`src/rtl/entrada_captura.sv`:
```
`default_nettype none
// ============================================================================
//  Module      : entrada_captura
//  Description : Debounced push-button capture of a 4-bit switch value for the
//                processor input port, with ready/overrun flags and a stall
//                request while an input read waits for data.
//  Revision    : 1.0 - initial release
// ============================================================================
module entrada_captura #(
    parameter int   DEBOUNCE_CYCLES = 50000,
    parameter logic PRESS_LEVEL     = 1'b0
) (
    input  logic        clk,
    input  logic        reset,
    input  logic        botaoIN,
    input  logic [3:0]  entradaDeDados,
    input  logic [1:0]  entradaSaidaControl,
    output logic [3:0]  dadoCapturado,
    output logic [31:0] dadoEstendido,
    output logic        dadoPronto,
    output logic        sobrescrita,
    output logic        paraProcessador
);

    // Counter only needs to reach DEBOUNCE_CYCLES-1, so it can never wrap.
    localparam int                 c_CNT_W    = (DEBOUNCE_CYCLES > 1) ? $clog2(DEBOUNCE_CYCLES) : 1;
    localparam logic [c_CNT_W-1:0] c_CNT_LAST = c_CNT_W'(DEBOUNCE_CYCLES - 1);
    localparam logic [c_CNT_W-1:0] c_CNT_ONE  = c_CNT_W'(1);
    localparam logic [1:0]         c_CTL_READ = 2'b10;

    typedef enum logic [1:0] {
        OCIOSO       = 2'd0,
        FILTRA_PRESS = 2'd1,
        PRESSIONADO  = 2'd2,
        FILTRA_SOLTA = 2'd3
    } estado_t;

    logic               r_botao_meta;
    logic               r_botaoS;
    logic [3:0]         r_chaves_meta;
    logic [3:0]         r_chavesS;

    estado_t            r_estado;
    logic [c_CNT_W-1:0] r_contador;
    logic [3:0]         r_dadoCapturado;
    logic               r_dadoPronto;
    logic               r_sobrescrita;

    logic               w_pressed;
    logic               w_read;
    logic               w_consume;
    logic               w_cnt_done;
    logic               w_capture;

    assign w_pressed  = (r_botaoS == PRESS_LEVEL);
    assign w_read     = (entradaSaidaControl == c_CTL_READ);
    assign w_consume  = w_read && r_dadoPronto;
    assign w_cnt_done = (r_contador == c_CNT_LAST);
    assign w_capture  = (r_estado == FILTRA_PRESS) && w_pressed && w_cnt_done;

    // Two-flop synchronizers; the button resets to its released level so a
    // held key is seen as a fresh press after reset.
    always_ff @(posedge clk) begin
        if (!reset) begin
            r_botao_meta  <= ~PRESS_LEVEL;
            r_botaoS      <= ~PRESS_LEVEL;
            r_chaves_meta <= 4'h0;
            r_chavesS     <= 4'h0;
        end else begin
            r_botao_meta  <= botaoIN;
            r_botaoS      <= r_botao_meta;
            r_chaves_meta <= entradaDeDados;
            r_chavesS     <= r_chaves_meta;
        end
    end

    // Debounce FSM plus capture/consume bookkeeping; capture beats consume.
    always_ff @(posedge clk) begin
        if (!reset) begin
            r_estado        <= OCIOSO;
            r_contador      <= '0;
            r_dadoCapturado <= 4'h0;
            r_dadoPronto    <= 1'b0;
            r_sobrescrita   <= 1'b0;
        end else begin
            case (r_estado)
                OCIOSO: begin
                    if (w_pressed) begin
                        r_estado   <= FILTRA_PRESS;
                        r_contador <= '0;
                    end
                end
                FILTRA_PRESS: begin
                    if (!w_pressed) begin
                        r_estado   <= OCIOSO;
                        r_contador <= '0;
                    end else if (w_cnt_done) begin
                        r_estado   <= PRESSIONADO;
                    end else begin
                        r_contador <= r_contador + c_CNT_ONE;
                    end
                end
                PRESSIONADO: begin
                    if (!w_pressed) begin
                        r_estado   <= FILTRA_SOLTA;
                        r_contador <= '0;
                    end
                end
                FILTRA_SOLTA: begin
                    if (w_pressed) begin
                        r_estado   <= PRESSIONADO;
                        r_contador <= '0;
                    end else if (w_cnt_done) begin
                        r_estado   <= OCIOSO;
                    end else begin
                        r_contador <= r_contador + c_CNT_ONE;
                    end
                end
                default: begin
                    r_estado   <= OCIOSO;
                    r_contador <= '0;
                end
            endcase

            if (w_capture) begin
                r_dadoCapturado <= r_chavesS;
                r_dadoPronto    <= 1'b1;
                // Overrun only when unread data is overwritten without a read.
                r_sobrescrita   <= r_dadoPronto && !w_consume;
            end else if (w_consume) begin
                r_dadoPronto    <= 1'b0;
                r_sobrescrita   <= 1'b0;
            end
        end
    end

    assign dadoCapturado   = r_dadoCapturado;
    assign dadoEstendido   = {28'h0, r_dadoCapturado};
    assign dadoPronto      = r_dadoPronto;
    assign sobrescrita     = r_sobrescrita;
    assign paraProcessador = w_read && !r_dadoPronto;

endmodule
`default_nettype wire

```
`config.mk`:
```
export PLATFORM = sky130hd
export DESIGN_NAME = entrada_captura
export DESIGN_NICKNAME = d
export VERILOG_FILES = /design/src/rtl/entrada_captura.sv
export SDC_FILE = /design/constraint.sdc
export NUM_CORES = 1
export LEC_CHECK = 0
export BUFFER_PORTS_ARGS = -buffer_cell sky130_fd_sc_hd__buf_4
export CORE_MARGIN = 3
export CORE_UTILIZATION = 35
export DETAILED_ROUTE_END_ITERATION = 8
export PLACE_DENSITY = 0.65
export SLEW_MARGIN = 20
export SYNTH_ARGS = -nofsm -noshare
export SYNTH_HDL_FRONTEND = slang
export SYNTH_SLANG_ARGS = --single-unit
```
`constraint.sdc`:
```
create_clock -name clk -period 3.7 [get_ports clk]
set_clock_uncertainty 0.05 [all_clocks]
set_input_delay 0.555 -clock clk [delete_from_list [all_inputs] [get_ports clk]]
set_output_delay 0.555 -clock clk [all_outputs]
set_load 0.05 [all_outputs]
```
After elaboration in Yosys (flattened, before gate mapping)

Cells that the tools add are included.
W data, S select, Z words.

Bits in registers: 34
Input bits: 9
Output and inout bits: 39
Logic and storage cells: 47

$add $sub $neg: 1
Equality and inequality tests: 9
Muxes and demuxes: 16
Bitwise logic cells: 1
Reductions and logical operators: 11

Operator list:

| cell                    | count |
|---|---|
| $mux W16                | 5 |
| $pmux W16 S4            | 1 |
| $add A16 B1 Y16 const B | 1 |
| $eq A16 B16 Y1 const B  | 1 |
| $mux W2                 | 6 |
| $pmux W2 S4             | 1 |
| $eq A2 B2 Y1 const B    | 3 |
| $ne A3 B3 Y1 const B    | 2 |
| $logic_and A1 B1 Y1     | 5 |
| $ne A2 B2 Y1 const B    | 2 |
| $reduce_and A4 Y1       | 1 |
| $mux W1                 | 3 |
| $eq A2 B1 Y1 const B    | 1 |
| $logic_not A1 Y1        | 2 |
| $logic_not A2 Y1        | 1 |
| $reduce_and A2 Y1       | 1 |
| $reduce_bool A2 Y1      | 1 |
| $not A1 Y1              | 1 |

Longest topological paths before layout

Word-level depth: 5
Mapped depth: 6
Depth with buffers taken out: 5

Worst setup path after synthesis

Ideal clock, no wire load.

Path type: input port to output port
Start point: input port entradaSaidaControl[0]
End point: output port paraProcessador
Arrival: 1342 ps
Required time: 3095 ps
Slack: 1753 ps
Stages: 2
Buffers on the path: 0
Cell sequence: nand2b_1 nor2_1

Cells in the longest elaborated chain, start to end: 2

RTL lines:

| what                | RTL line | RTL |
|---|---|---|
| from (decl)         | 17       | `input logic [1:0] entradaSaidaControl,` |
| $eq A2 B2 Y1        | 56       | `assign w_read = (entradaSaidaControl == c_CTL_READ);` |
| $logic_and A1 B1 Y1 | 141      | `assign paraProcessador = w_read && !r_dadoPronto;` |
| to (decl)           | 22       | `output logic paraProcessador` |

Every way passes these cells.

==> metrics.txt <==
Pwr Total a little under 900 uW; P_int around 660 uW; Worst-Margin Slew around 0.77 ns; initial antenna violation count 0; worst endpoint required time between 3 and 4 ns; Initial Utilization between 30% and 40%; Seq cells post-synth 34; average via count per standard cell 4.63; Crit path buffers/inverters 0; Flop pwr share 42.9%; Syn Std Cell Area around 1700 um2; placed cell areas ~1800 um2; Peak VDD IR between 0.0002 and 0.0003 V; Die Height about 76 um; Routability Congestion between 0.7 and 0.8; CTS clk-pin slew, worst paths about 0.070 ns; clock buffer depth 2; ys async rst share 0%; Antenna Nets Post-Route 0; crit path time final about 2.3 ns; Post-synth top cells dfxtp_1 (34), buf_4 (32), a21oi_1 (20); slew margin rel. 48.2%; die area between 5000 and 6000 um2; FF/Latch Area 681 um2; Top FF cell, synth dfxtp_1; fin area ~1900 um2; hold slack ~0.36 ns; DRC Markers 0; RSZ-0062 raised after global routing no; TritonCTS clock tree built; vias in the first global route ~1,100; first-pass GRT wire length approximately 5000 um; core footprint around 4800 um2; Slew Limit Fails 0; clock power share between 40 and 50%; Hold Path Class register to register; HPWL after detailed placement 2250 um; critical-path cell list ha_1, nand4_1, nor4_4, a21oi_1, a311oi_1; combinational power share between 10% and 20%; status complete, no violations; Multi-input gate area ~870 um2; post-DR wirelength/cell 11.1 um; chip width 76.5 um; max cap viols 0; Leakage between 0.7 and 0.8 nW; final WL between 3000 and 4000 um; setup violation total in the final timing report 0; vias roughly 1,300; top-count cell post-synth dfxtp_1; n_diodes 0; power per cell area 453 nW/um2; Post-CTS Setup Bufs 0; clock latency on the worst-skew pair between 0.2 and 0.3 ns; Distinct cells, synth 40; sequential-to-total area share from yosys stat 39.1%; cell accounting for the most synthesized area dfxtp_1; share of cells above drive strength 1 approximately a fifth; io pins 48; Syn. warnings 0; Switching Fraction 25.0%; Yosys top cell area share ~39%; Port-buffer cells 19; Post-Syn Instances ~190; Worst path slowest cell nor4_4; Synth area leaders dfxtp_1 (39%), buf_4 (14%), a21oi_1 (5.8%); clk root buf clkbuf_8; worst setup margin 1.44 ns; Psw around 220 uW; Setup CP Type register to register; CTS-repair resized insts 0; post-route insts no fill ~270; TritonCTS Buffers 5; GRT overflow 0; kind of cell adding the most delay to the critical path simple AND/OR/NAND/NOR gates; TNS Setup 0 ns; clk sinks 34; Crit. End Element register; EDFF count, synth 0; final period utilization 61.0%; final hold violation count 0; nets ~220; CP startpoint kind register; largest net degree at the start of global routing 18; Worst path max stage delay between 0.8 and 0.9 ns; Worst EP arrival 2.40 ns; Post-CTS Hold Fix Bufs 0; Mapped Avg Cell Area ~9.2 um2; H-tree levels 2; fin util ~40%; placed insts ~270; Filler cells between 400 and 500; fmax 443 MHz; Layout area overhead 11.0%; DR iter-0 viols 89; GRT Total Usage between 10% and 20%; TritonRoute pass-1 iters 4; Rows 25; pre-CTS setup slack roughly 1.5 ns; crit-path max FO 17
==> kinds of logic after synthesis <==
group	Yosys count	share of synthesized area [%]
other	1	0.216
AOI/OAI and AO/OA	44	16.2
buffers and inverters	40	16.4
xor gates and xnor gates	4	3.89
adders and majority gates	1	0.719
DFF	34	39.1
and+or+nand+nor	65	23.5
==> sequential cells by signal, summed over array words and instances, names as in the netlist, named ones only <==
register and flops:
r_chaves_meta 4, dadoPronto 1, r_chavesS 4, dadoCapturado 4
r_botao_meta 1, r_botaoS 1, r_contador 16, sobrescrita 1
r_estado 1
==> power by group through the flow <==
stage | Combinational (mW) | Clock, mW | Sequential [mW]
detailed placement | 0.0912 | 0 | 0.383
finish | 0.0915 | 0.408 | 0.375
floorplan | 0.104 | 0 | 0.382
global route | 0.0962 | 0.434 | 0.375
CTS | 0.0912 | 0.417 | 0.375
global placement | 0.0909 | 0 | 0.383
==> path summary, 6_finish.rpt <==
path            startpoint       end  slack, ns  cells past startpoint
max          r_contador[0]  register       1.44                      5
min           r_botao_meta  r_botaoS       0.36                      1
max reg2reg  r_contador[0]  register       1.44                      5
min reg2reg   r_botao_meta  r_botaoS       0.36                      1
==> worst reg2reg max path: cells and delay by family, from the launching register on <==
family                   cells  cell delay [ns]
AO/OA/AOI/OAI                2             0.41
flip-flops                   1             0.37
adder cells (fa/ha/maj)      1             0.20
AND/OR/NAND/NOR              2             1.15
==> final cells by class <==
class / instances / share of cell area, %
multi-input cells: 142 / 45.3
clock buffers: 5 / 3.56
repair buffers: 19 / 7.39
inverters: 3 / 0.583
well taps: 67 / 4.34
flip-flops and latches: 34 / 35.3
clock inverters: 3 / 3.56
==> per-layer routing <==
| layer | wire [um] | part of all wire (%) | vias to the layer above | GRT usage (%) |
|---|---|---|---|---|
| met5 | 0 | 0 | - | 0 |
| met2 | 1410 | 47 | 33 | 15.8 |
| met1 | 1420 | 47 | 580 | 13.5 |
| met3 | 156 | 5.1 | 5 | 3.19 |
| li1 | - | - | 647 | - |
| met4 | 41 | 1.4 | 0 | 4.35 |
==> placed cells by master, fill, tap and decap left out, drive strengths merged, types with 3 or more instances in the layout <==
master and n:
a21oi 20, and2 10, buf 19, clkbuf 5, conb 28, dfxtp 34, nand2 12, nand2b 4
nand3 6, nand4 7, nor2 5, o21ai 12, o31ai 4, or3 8, or4 4, xnor2 3
Power figures use the tool's default switching activity.
